--- config.mk ---
export PLATFORM = sky130hd
export DESIGN_NAME = sram_arbiter
export DESIGN_NICKNAME = d
export VERILOG_FILES = /design/src/rtl/sram_arbiter.sv
export SDC_FILE = /design/constraint.sdc
export NUM_CORES = 1
export LEC_CHECK = 0
export ABC_AREA = 1
export CAP_MARGIN = 10
export CORE_AREA = 4 4 91 110
export CTS_CLUSTER_DIAMETER = 100
export DETAILED_ROUTE_END_ITERATION = 7
export DIE_AREA = 0 0 95 114
export MAX_ROUTING_LAYER = met4
export PLACE_DENSITY = 0.84
export SETUP_SLACK_MARGIN = 0.5
export SLEW_MARGIN = 30
export SYNTH_ARGS = -nofsm -noshare
export SYNTH_HDL_FRONTEND = slang
export SYNTH_SLANG_ARGS = --single-unit
--- constraint.sdc ---
create_clock -name clk -period 2.95 [get_ports clk]
set_input_delay 0.4425 -clock clk [delete_from_list [all_inputs] [get_ports clk]]
set_output_delay 0.4425 -clock clk [all_outputs]
set_load 0.01 [all_outputs]
--- src/rtl/sram_arbiter.sv ---
// sram_arbiter
//   Two-port round-robin arbiter in front of a single SRAM controller.
//   One transaction is in flight at a time: IDLE arbitrates and latches the
//   winning request, ISSUE drives a one-cycle read or write strobe, WAIT
//   waits for the controller completion pulse under a watchdog, and RESP
//   returns a one-cycle response to the granted port.
//
// Ports
//   clk, rst_n              clock, asynchronous active-low reset
//   pX_req_valid/we/addr/wdata
//                           request from port X, held until pX_req_ready
//   pX_req_ready            accept pulse; fields are captured this cycle
//   pX_rsp_valid/rdata/err  one-cycle response (err = watchdog abort)
//   mem_read_req/mem_write_req
//                           single-cycle strobes to the controller
//   mem_address/mem_write_data
//                           latched request, stable from ISSUE through WAIT
//   mem_read_data, mem_ready
//                           controller return data and completion pulse
//   busy                    high whenever a transaction is in progress
module sram_arbiter #(
  parameter int unsigned ADDR_W         = 15,
  parameter int unsigned DATA_W         = 16,
  parameter int unsigned TIMEOUT_CYCLES = 64
) (
  input  logic              clk,
  input  logic              rst_n,

  input  logic              p0_req_valid,
  input  logic              p0_req_we,
  input  logic [ADDR_W-1:0] p0_req_addr,
  input  logic [DATA_W-1:0] p0_req_wdata,
  output logic              p0_req_ready,
  output logic              p0_rsp_valid,
  output logic [DATA_W-1:0] p0_rsp_rdata,
  output logic              p0_rsp_err,

  input  logic              p1_req_valid,
  input  logic              p1_req_we,
  input  logic [ADDR_W-1:0] p1_req_addr,
  input  logic [DATA_W-1:0] p1_req_wdata,
  output logic              p1_req_ready,
  output logic              p1_rsp_valid,
  output logic [DATA_W-1:0] p1_rsp_rdata,
  output logic              p1_rsp_err,

  output logic              mem_read_req,
  output logic              mem_write_req,
  output logic [ADDR_W-1:0] mem_address,
  output logic [DATA_W-1:0] mem_write_data,
  input  logic [DATA_W-1:0] mem_read_data,
  input  logic              mem_ready,

  output logic              busy
);

  typedef enum logic [1:0] {
    S_IDLE,
    S_ISSUE,
    S_WAIT,
    S_RESP
  } state_t;

  // Last watchdog count value at which WAIT gives up.
  localparam logic [7:0] WD_LAST = 8'(TIMEOUT_CYCLES - 1);

  state_t            state;
  logic              last_grant;
  logic              port_q;
  logic              we_q;
  logic [7:0]        wd_cnt;
  logic [DATA_W-1:0] rdata_q;

  logic              grant_valid;
  logic              grant_port;
  logic              sel_we;
  logic [ADDR_W-1:0] sel_addr;
  logic [DATA_W-1:0] sel_wdata;

  logic              finish;
  logic [DATA_W-1:0] rsp_rdata_nx;
  logic              rsp_err_nx;

  // Arbitration. The accept pulse must coincide with the cycle in which the
  // request fields are captured, so ready is decoded from state and the
  // incoming valids rather than registered.
  always_comb begin
    grant_valid = 1'b0;
    grant_port  = 1'b0;
    if (state == S_IDLE) begin
      if (p0_req_valid && p1_req_valid) begin
        grant_valid = 1'b1;
        grant_port  = ~last_grant;
      end else if (p0_req_valid) begin
        grant_valid = 1'b1;
        grant_port  = 1'b0;
      end else if (p1_req_valid) begin
        grant_valid = 1'b1;
        grant_port  = 1'b1;
      end
    end
  end

  always_comb begin
    p0_req_ready = grant_valid & ~grant_port;
    p1_req_ready = grant_valid &  grant_port;
  end

  always_comb begin
    sel_we    = grant_port ? p1_req_we    : p0_req_we;
    sel_addr  = grant_port ? p1_req_addr  : p0_req_addr;
    sel_wdata = grant_port ? p1_req_wdata : p0_req_wdata;
  end

  // WAIT exit: completion takes priority over a same-cycle watchdog expiry.
  // Writes keep the previously returned read data; an abort returns zero.
  always_comb begin
    finish       = (state == S_WAIT) && (mem_ready || (wd_cnt == WD_LAST));
    rsp_err_nx   = ~mem_ready;
    rsp_rdata_nx = '0;
    if (mem_ready) begin
      rsp_rdata_nx = we_q ? rdata_q : mem_read_data;
    end
  end

  always_ff @(posedge clk or negedge rst_n) begin
    if (!rst_n) begin
      state          <= S_IDLE;
      last_grant     <= 1'b1;
      port_q         <= 1'b0;
      we_q           <= 1'b0;
      wd_cnt         <= '0;
      rdata_q        <= '0;
      mem_read_req   <= 1'b0;
      mem_write_req  <= 1'b0;
      mem_address    <= '0;
      mem_write_data <= '0;
      p0_rsp_valid   <= 1'b0;
      p0_rsp_rdata   <= '0;
      p0_rsp_err     <= 1'b0;
      p1_rsp_valid   <= 1'b0;
      p1_rsp_rdata   <= '0;
      p1_rsp_err     <= 1'b0;
      busy           <= 1'b0;
    end else begin
      // Strobes and responses are single-cycle pulses.
      mem_read_req  <= 1'b0;
      mem_write_req <= 1'b0;
      p0_rsp_valid  <= 1'b0;
      p0_rsp_rdata  <= '0;
      p0_rsp_err    <= 1'b0;
      p1_rsp_valid  <= 1'b0;
      p1_rsp_rdata  <= '0;
      p1_rsp_err    <= 1'b0;

      case (state)
        S_IDLE: begin
          if (grant_valid) begin
            port_q         <= grant_port;
            last_grant     <= grant_port;
            we_q           <= sel_we;
            mem_address    <= sel_addr;
            mem_write_data <= sel_wdata;
            mem_read_req   <= ~sel_we;
            mem_write_req  <= sel_we;
            busy           <= 1'b1;
            state          <= S_ISSUE;
          end
        end

        S_ISSUE: begin
          wd_cnt <= '0;
          state  <= S_WAIT;
        end

        S_WAIT: begin
          if (finish) begin
            rdata_q      <= rsp_rdata_nx;
            p0_rsp_valid <= ~port_q;
            p0_rsp_rdata <= port_q ? '0 : rsp_rdata_nx;
            p0_rsp_err   <= ~port_q & rsp_err_nx;
            p1_rsp_valid <= port_q;
            p1_rsp_rdata <= port_q ? rsp_rdata_nx : '0;
            p1_rsp_err   <= port_q & rsp_err_nx;
            state        <= S_RESP;
          end else begin
            wd_cnt <= wd_cnt + 8'd1;
          end
        end

        S_RESP: begin
          busy  <= 1'b0;
          state <= S_IDLE;
        end

        default: begin
          busy  <= 1'b0;
          state <= S_IDLE;
        end
      endcase
    end
  end

endmodule

==> summary.md, run 1 <==
| Metric | Value |
|---|---|
| Final ANT Viol Nets | 0 |
| CP peak stage delay | 590 ps |
| Setup CP Type | reg -> out |
| H-Tree Depth | 3 |
| Clock latency on the worst-skew pair | 350 ps |
| Vias in the first global route | 3785 |
| Bufs on Longest Clock Path | 2 |
| Pwr dens | 802.2 nW/µm² |
| Crit path cell chain | inv_1 > ha_1 > nand3_1 > inv_1 > clkdlybuf4s50_1 |
| Worst Path Max Fanout | 4 |
| Die area | 10830 µm² |
| Required time worst endpoint | 2510 ps |
| P_leak | 0.002732 µW |
| CP arrival | 1880 ps |
| DR iter-0 viols | 148 |
| I/O Buffers | 156 |
| Fin crit share | 78.87% |
| Most frequent cell on the critical path | inv_1 |
| Clk network pwr share | 18.1% |
| Gr usage total | 21.44% |
| Detailed Routing Iterations Pass 1 | 4 |
| Die Y | 114 µm |
| Int Pwr | 3062 µW |
| Post-route DRC | 0 |
| Syn-to-layout area delta | 44.28% |
| Starting density of the core | 46.98% |
| Yosys warns | 0 |
| Routed WL | 10.81 mm |
| Core footprint | 8939 µm² |
| Die Wd | 95 µm |
| Unique cell type count in the Yosys netlist | 24 |
| Max-cap violations | 0 |
| Cell family with most CP delay | buffers and inverters |
| Setup bufs post-CTS | 0 |
| Critical Path Start Type | flop |
| Drt via density | 5.078 |
| Wirelength per Cell | 14.54 µm |
| RePlAce Congestion | 0.8187 |
| Share of layout cells above drive strength 1 | 5.778% |
| Status | finished, final reports clean |
| DR vias | 3773 |
| Comb pwr share | 40.2% |
| Least-Margin Pin Slew | 756.5 ps |
| DP Cell Count | 727 |
| Nets | 708 |
| Worst hold-check path type | in -> async |
| Congestion Overflow GR | 0 |
| HPWL after DPL | 8.045 mm |
| FMAX | 0.4298 GHz |
| Crit path capture type | primary output |
| Largest net degree at the start of global routing | 52 |
| CTS Buf Count | 9 |
| Cell Area, Synth | 4199 µm² |
| Pins Over Slew Limit | 0 |
| Pre-CTS setup slack | 509.6 ps |
| Sw frac | 37.00% |
| TritonCTS Sinks | 99 |
| CP max-delay cell | clkdlybuf4s50_1 |
| FP Rows | 38 |
| Synth Instances | 469 |
| CTS Root Cell | clkbuf_8 |
| Number of buffers and inverters on the critical path | 3 |
| IO Count | 157 |
| Syn_area_per_cell | 8.953 µm² |
| Antenna violations before repair | 0 |
| Sequential fraction of the synthesis area | 59.03% |
| Hold Fails Final Rpt | 0 |
| Flop pwr share | 41.7% |
| Cts hold-fix bufs | 0 |
| Psw | 1798 µW |
| Hold_ws | 12.17 ps |
| Post-CTS Resized | 1 |
| Synthesized Nets | 559 |
| First-pass GRT wire length | 17.57 mm |
| Worst-path clk slew | 90 ps |
| Fin crit period | 2327 ps |
| Slew headroom | 49.57% |
| Fin Clk Skew | 7.331 ps |
| Ant. Diodes | 0 |
| Peak VDD IR | 0.4238 mV |
| RSZ-0062 raised after global routing | no |
| Final cell count without fillers | 743 |
| Final setup viols | 0 |
| Post-route setup slack | 623.3 ps |
| CTS tree | yes |
| Synth Register Bits | 99 |
| Setup TNS | 0 ps |
## layout by cell type, fill, tap and decap left out, types with 6 or more instances in the layout
master / instances
buf_4: 10
nor3_1: 30
dfrtp_1: 98
clkbuf_8: 11
nor2_1: 76
o21ai_1: 6
o21ai_0: 91
nand2_1: 81
clkdlybuf4s50_1: 154
nand3_1: 16
inv_1: 18
## registers in the layout, indices dropped and copies added (netlist names), 2 cells and up
name,count
rdata_q,16
mem_address,15
p0_rsp_rdata,16
wd_cnt,8
mem_write_data,16
state,2
p1_rsp_rdata,16
## logic make-up (layout without fill, tap and decap cells)
family	Yosys count	in the layout	share of synthesized area (%)
AO/OA/AOI/OAI	98	98	11.77
XOR/XNOR	4	4	0.8345
adder cells (fa/ha/maj)	5	5	1.490
buffers and inverters	50	204	5.483
flip-flops	99	99	59.03
AND/OR/NAND/NOR	213	213	21.39
## per-stage QoR
stage,total power [µW],area [µm²],util [%]
after global placement,3928,5828,65.20
final,4860,6058,67.78
after CTS,4904,6058,67.78
after global routing,5225,6058,67.78
after floorplan,3040,4199,-
after detailed placement,4021,5856,65.51
## routing by layer
layer  vias to the layer above  share of wire [%]  GRT usage [%]
li1                       1824                  -              -
met1                      1743                 39          24.62
met2                       190                 48          34.48
met3                        16                 11          7.454
met4                         0                1.8          8.181
met5                         -                  0              -
## cells in the mapped netlist (all sizes together)
| cell | number | area share, % |
|---|---|---|
| nor2 | 76 | 6.8 |
| dfrtp | 98 | 58 |
| nand2 | 84 | 7.8 |
| inv | 20 | 1.8 |
| dfstp | 1 | 0.63 |
| o21ai | 97 | 12 |
| nand4 | 3 | 0.45 |
| xnor2 | 1 | 0.21 |
| xor2 | 3 | 0.63 |
| ha | 5 | 1.5 |
| and2 | 1 | 0.15 |
| clkinv | 2 | 0.18 |
| nand3 | 17 | 2.1 |
| clkbuf | 14 | 1.3 |
| a21oi | 1 | 0.21 |
| nor3 | 32 | 4.1 |
| buf | 14 | 2.3 |
## power by group through the flow
stage | clock [µW] | sequential [µW] | combinational (µW)
floorplan | 0 | 2060 | 978
global placement | 0 | 2020 | 1910
detailed placement | 0 | 2050 | 1970
CTS | 899 | 2030 | 1980
global route | 953 | 2080 | 2190
finish | 879 | 2030 | 1950
## area by class of cell
type | count | area [µm²]
clock inverters | 4 | 48.80
flip-flops and latches | 99 | 2479
fillers | 733 | 2880
clock buffers | 12 | 155.1
repair buffers | 166 | 1653
multi-input cells | 320 | 1490
inverters | 22 | 82.58
well taps | 120 | 150.1
## worst reg2reg max path, delay by kind of cell (launching register included)
| family | cells | cell delay [ps] |
|---|---|---|
| AND/OR/NAND/NOR | 1 | 300 |
| flip-flops | 1 | 840 |
| buffers and inverters | 2 | 790 |
## path summary, 6_finish.rpt
| kind | start | endpoint | slack, ps | cells after the start |
|---|---|---|---|---|
| min in group clk | last_grant | last_grant | 480 | 2 |
| max in group asynchronous | rst_n | last_grant | 2300 | 2 |
| worst min-delay path | rst_n | p0_rsp_rdata[2] | 10 | 1 |
| worst max-delay path | state[0] | p1_req_ready | 620 | 5 |
| worst max register to register | port_q | p0_rsp_err | 920 | 3 |
| worst min register to register | last_grant | last_grant | 480 | 2 |
No activity file was read; power rests on OpenSTA's default activity.
==> run 2: changes to the inputs <==
--- a/config.mk
+++ b/config.mk
@@ -7,12 +7,12 @@
 export LEC_CHECK = 0
 export ABC_AREA = 1
 export CAP_MARGIN = 10
-export CORE_AREA = 4 4 91 110
+export CORE_AREA = 4 4 99 120
 export CTS_CLUSTER_DIAMETER = 100
 export DETAILED_ROUTE_END_ITERATION = 7
-export DIE_AREA = 0 0 95 114
+export DIE_AREA = 0 0 103 124
 export MAX_ROUTING_LAYER = met4
-export PLACE_DENSITY = 0.84
+export PLACE_DENSITY = 0.75
 export SETUP_SLACK_MARGIN = 0.5
 export SLEW_MARGIN = 30
 export SYNTH_ARGS = -nofsm -noshare
==> constraint.sdc (replaced) <==
create_clock -name clk -period 1.9 [get_ports clk]
set_input_delay 0.285 -clock clk [delete_from_list [all_inputs] [get_ports clk]]
set_output_delay 0.285 -clock clk [all_outputs]
set_load 0.01 [all_outputs]
==> run 2 against run 1 <==
Effect of this change: register-to-register slack worse by 610 ps; flip-flop and latch count stayed put; total power increased by 94%; clock power rose by 110%; critical path depth up 2; die area rose by 18%; largest power group is now combinational cells; setup slack got worse by 430 ps; worst hold slack better by 460 ps; clock-buffer cell count is 2 lower.
==> summary.md, run 2 (synthesis results as in run 1) <==
| Metric | Value |
|---|---|
| Syn-to-layout area delta | 72.97% |
| Fin crit share | 89.92% |
| Critical Path Start Type | flop |
| Nets | 743 |
| Cell family with most CP delay | buffers and inverters |
| H-Tree Depth | 3 |
| Post-route setup slack | 191.6 ps |
| Die Y | 124 µm |
| Starting density of the core | 38.79% |
| Final cell count without fillers | 789 |
| Final ANT Viol Nets | 0 |
| Bufs on Longest Clock Path | 2 |
| Power, Total | 9419 µW |
| Fin Clk Skew | 8.945 ps |
| CP peak stage delay | 380 ps |
| IO Count | 157 |
| Gr usage total | 20.12% |
| Largest net degree at the start of global routing | 41 |
| Design area | 7263 µm² |
| R2r setup slk | 310 ps |
| RSZ-0062 raised after global routing | yes |
| Detailed Routing Iterations Pass 1 | 5 |
| Final setup viols | 0 |
| CTS Buf Count | 9 |
| TritonCTS Sinks | 99 |
| First-pass GRT wire length | 19.41 mm |
| Hold Fails Final Rpt | 0 |
| Pwr dens | 1297 nW/µm² |
| Setup crit end | p0_req_ready |
| FILL cells | 808 |
| Vias in the first global route | 4105 |
| CTS Root Cell | clkbuf_16 |
| Worst hold-check path type | in -> async |
| Required time worst endpoint | 1620 ps |
| CP max-delay cell | dfrtp_1 |
| Die Wd | 103 µm |
| Congestion Overflow GR | 0 |
| Drt via density | 5.208 |
| Critical path depth | 7 |
| CP arrival | 1420 ps |
| Pins Over Slew Limit | 0 |
| Die area | 12770 µm² |
| Antenna violations before repair | 0 |
| Crit path cell chain | inv_2 > ha_4 > buf_4 > nand3_4 > inv_4 > nor2_4 > buf_6 |
| Wirelength per Cell | 17.20 µm |
| Share of layout cells above drive strength 1 | 24.05% |
| Worst Path Max Fanout | 3 |
| Reg2reg start | we_q |
| Number of buffers and inverters on the critical path | 4 |
| Slew headroom | 58.05% |
| I/O Buffers | 156 |
| HPWL after DPL | 8.183 mm |
| Least-Margin Pin Slew | 625.1 ps |
| Status | finished, final reports clean |
| CTS tree | yes |
| FP Rows | 42 |
| Routed WL | 13.57 mm |
| Crit. Startpoint | state[0] |
| Setup CP Type | reg -> out |
| Worst-path clk slew | 70 ps |
| Post-route DRC | 0 |
| FMAX | 0.5853 GHz |
| Clock latency on the worst-skew pair | 350 ps |
| Core footprint | 10830 µm² |
| Crit path capture type | primary output |
| Peak VDD IR | 0.5820 mV |
| Most common library cell in the layout ignoring fill and taps | dfrtp_1 |
| Ant. Diodes | 0 |
| Commonest non-fill, non-tap cells in the layout | 98 x dfrtp_1, 83 x clkdlybuf4s50_1, 72 x nor2_1 |
| DR iter-0 viols | 142 |
| RePlAce Congestion | 0.7963 |
| P_leak | 0.003535 µW |
| Fin crit period | 1708 ps |
| DR vias | 4109 |
| Cell Area, Placed | 6105 µm² |
| Max-cap violations | 0 |
| Reg2Reg Depth | 3 |
| Reg2reg end | rdata_q[4] |
| DP Cell Count | 746 |
| Pre-CTS setup slack | -129.5 ps |
-- run 2: cell count changes in the layout (fill, tap and decap cells not counted), moves of 13 or more --
cell | previous run | this run
nor3_1 | 30 | 0
o21ai_2 | 0 | 14
clkdlybuf4s50_1 | 154 | 83
o21ai_1 | 6 | 28
dlygate4sd2_1 | 1 | 70
nand2_1 | 81 | 59
o21ai_0 | 91 | 55
nand2_4 | 1 | 14
nor3_4 | 0 | 27
-- run 2: metal layers --
metal	vias to the layer above	track usage [%]	wire length, µm
met5	-	-	0
met3	31	4.258	846
met2	159	35.67	7190
met4	0	6.235	389
met1	2011	22.55	5146
li1	1908	-	-
-- run 2: worst min path at each step --
stage                     startpoint          endpoint  slack, ps  cells past startpoint
final                          rst_n  p0_rsp_rdata[13]        470                      2
after floorplan                rst_n              busy        -10                      0
after detailed placement       rst_n  p0_rsp_rdata[11]        310                      1
after CTS                      rst_n  p0_rsp_rdata[11]        480                      2
after global placement         rst_n  p0_rsp_rdata[12]        300                      1
after global routing      last_grant        last_grant        510                      2
-- run 2: timing repair --
action | CTS | global route
endpoints found under the hold margin | 37 | 0
hold buffers | 1 | 0
setup buffers | 11 | 8
gates resized for setup | 107 | 132
pin swaps | 4 | 6
gates cloned | 6 | 2
endpoints found under the setup margin | 169 | 99
-- run 2: layout make-up --
| cell class | instances | area (µm²) | share of cell area [%] |
|---|---|---|---|
| well taps | 132 | 165.2 | 2.274 |
| multi-input cells | 321 | 2137 | 29.42 |
| flip-flops and latches | 99 | 2479 | 34.13 |
| repair buffers | 200 | 2085 | 28.70 |
| clock buffers | 10 | 239.0 | 3.290 |
| inverters | 22 | 97.59 | 1.344 |
| clock inverters | 5 | 61.31 | 0.8441 |
-- run 2: metrics by stage --
step                      hold slack, ps  TNS [ps]  util, %
final                              470.8         0    67.09
after global routing               510.5         0    67.09
after CTS                          476.8         0    61.64
after detailed placement           309.0    -199.7    56.39
after global placement             297.9    -194.7    56.39
after floorplan                   -10.59         0        -
-- run 2: where the power goes --
part | leakage [µW] | switching, µW | internal [µW]
Sequential | 0.00130 | 384 | 2700
Clock | 0.000149 | 799 | 1060
Combinational | 0.00209 | 2620 | 1860
==> run 3: changes to the inputs <==
--- a/config.mk
+++ b/config.mk
@@ -11,6 +11,7 @@
 export CTS_CLUSTER_DIAMETER = 100
 export DETAILED_ROUTE_END_ITERATION = 7
 export DIE_AREA = 0 0 103 124
+export HOLD_SLACK_MARGIN = 0.06
 export MAX_ROUTING_LAYER = met4
 export PLACE_DENSITY = 0.75
 export SETUP_SLACK_MARGIN = 0.5
==> constraint.sdc (replaced) <==
create_clock -name clk -period 1.9 [get_ports clk]
set_input_delay 0.285 -clock clk [delete_from_list [all_inputs] [get_ports clk]]
set_output_delay 0.285 -clock clk [all_outputs]
set_load 0.05 [all_outputs]
==> run 3 against run 2 <==
Effect of this change: total power is 22% higher; clock power hardly changed; first-iteration DRC count grew 79%; wire length increased by 9.2%; critical path depth is the same; final cell count increased by 2.3%; sequential share of layout area shrank 1.8 points; highest routed layer unchanged; maximum frequency is 5.2% lower; combinational power is 46% higher; worst hold slack worse by 62 ps.
==> summary.md, run 3 (synthesis results as in run 1) <==
| Metric | Value |
|---|---|
| Fin Clk Skew | 7.746 ps |
| Drt via density | 5.197 |
| Least-Margin Pin Slew | 635.4 ps |
| HPWL after DPL | 8.347 mm |
| FMAX | 0.5551 GHz |
| DR vias | 4194 |
| P_leak | 0.003434 µW |
| Starting density of the core | 38.79% |
| Hold Fails Final Rpt | 0 |
| Die area | 12770 µm² |
| TritonCTS Sinks | 99 |
| Die Y | 124 µm |
| Largest net degree at the start of global routing | 41 |
| Vias in the first global route | 3998 |
| DR iter-0 viols | 254 |
| Worst hold-check path type | in -> async |
| Worst-path clk slew | 70 ps |
| Worst Path Max Fanout | 3 |
| Crit path capture type | primary output |
| Slew headroom | 57.59% |
| CTS Buf Count | 9 |
| M3 GR Usage | 3.585% |
| Global route hottest layer | met2 |
| Routed WL | 14.82 mm |
| Pre-CTS setup slack | 153.3 ps |
| Status | finished, final reports clean |
| First-pass GRT wire length | 19.41 mm |
| Most common library cell in the layout ignoring fill and taps | dfrtp_1 |
| Design area | 7667 µm² |
| IO Count | 157 |
| RSZ-0062 raised after global routing | yes |
| Cell Area, Placed | 6102 µm² |
| Setup CP Type | reg -> out |
| Final setup viols | 0 |
| CTS Root Cell | clkbuf_16 |
| Clock latency on the worst-skew pair | 340 ps |
| Wirelength per Cell | 18.36 µm |
| Fin crit period | 1801 ps |
| Congestion Overflow GR | 0 |
| Power, Total | 11510 µW |
| Setup TNS | 0 ps |
| Ant. Diodes | 0 |
| GR met2 Demand/Resource | 34.99% |
| Detailed Routing Iterations Pass 1 | 5 |
| Post-route setup slack | 98.63 ps |
| Pwr dens | 1501 nW/µm² |
| CTS tree | yes |
| RePlAce Congestion | 0.7942 |
| Final cell count without fillers | 807 |
| DP Cell Count | 745 |
| Nets | 760 |
| FP Rows | 42 |
| Final ANT Viol Nets | 0 |
| Peak VDD IR | 0.8143 mV |
| Post-route DRC | 0 |
| Die Wd | 103 µm |
| Fin crit share | 94.81% |
| Bufs on Longest Clock Path | 2 |
| Critical Path Start Type | flop |
| Core footprint | 10830 µm² |
| Pins Over Slew Limit | 0 |
| Syn-to-layout area delta | 82.60% |
| Share of layout cells above drive strength 1 | 39.26% |
| Gr usage total | 20.05% |
| I/O Buffers | 156 |
| Required time worst endpoint | 1620 ps |
| Max-cap violations | 0 |
| CP arrival | 1520 ps |
| Met1 Use GR | 23.64% |
| Commonest non-fill, non-tap cells in the layout | 98 x dfrtp_1, 83 x clkdlybuf4s50_1, 64 x nor2_1 |
| Antenna violations before repair | 0 |
| H-Tree Depth | 3 |
-- run 3: changes by cell type in the layout (fill, tap and decap cells not counted), moves of 6 or more --
cell | before | now
o21ai_2 | 14 | 20
nor3_4 | 27 | 21
o21ai_1 | 28 | 40
nor2_1 | 72 | 64
dlygate4sd2_1 | 70 | 0
clkdlybuf4s15_2 | 0 | 59
o21ai_0 | 55 | 36
buf_4 | 21 | 35
clkdlybuf4s18_2 | 0 | 6
nor2_2 | 1 | 8
nor3_2 | 5 | 11
-- run 3: layer usage --
metal | vias to the layer above | wire (µm)
met2 | 190 | 7898
met5 | - | 0
li1 | 1951 | -
met4 | 0 | 364
met3 | 36 | 1052
met1 | 2017 | 5503
-- run 3: metrics by stage --
| step | util (%) | hold WS (ps) |
|---|---|---|
| floorplan | - | -10.59 |
| global placement | 56.37 | 227.4 |
| detailed placement | 56.37 | 233.8 |
| CTS | 63.75 | 418.9 |
| global route | 70.83 | 445.8 |
| finish | 70.83 | 409.2 |
-- run 3: where the power goes --
group          total, µW  leakage (µW)  switching [µW]  internal (µW)
Sequential          3110       0.00130             407           2700
Combinational       6520       0.00198            4080           2440
Clock               1880      0.000150             810           1070
Total              11500       0.00343            5300           6210
-- run 3: worst paths after layout --
path                             from  cells past startpoint                 to  slack [ps]
setup reg to reg             state[0]                      9  mem_write_data[8]         280
hold reg to reg            last_grant                      2         last_grant         470
max in group asynchronous       rst_n                      3         last_grant         810
hold / removal                  rst_n                      2    p0_rsp_rdata[9]         410
setup / recovery             state[0]                      7       p0_req_ready         100
min in group clk           last_grant                      2         last_grant         470
-- run 3: layout make-up --
cell class | instances | area (µm²)
Fill cell | 720 | 3158
Tap cell | 132 | 165.2
Clock buffer | 11 | 242.7
Inverter | 22 | 101.3
Timing Repair Buffer | 216 | 2452
Multi-Input combinational cell | 322 | 2166
Clock inverter | 5 | 61.31
Sequential cell | 99 | 2479
-- run 3: critical path: stages (launching register included) --
cell	delay, ps
dfrtp_1	380
inv_2	70
ha_4	170
nand3_2	100
inv_2	60
buf_4	150
nor2_4	100
buf_12	140
-- run 3: repair_timing --
item                                    in CTS  in global routing
hold buffers                                 1                  0
endpoints found under the setup margin     167                107
gates cloned                                 7                  9
setup buffers                               13                 16
pin swaps                                    5                 17
resized for setup                          253                171
hold endpoints to repair                    24                  0
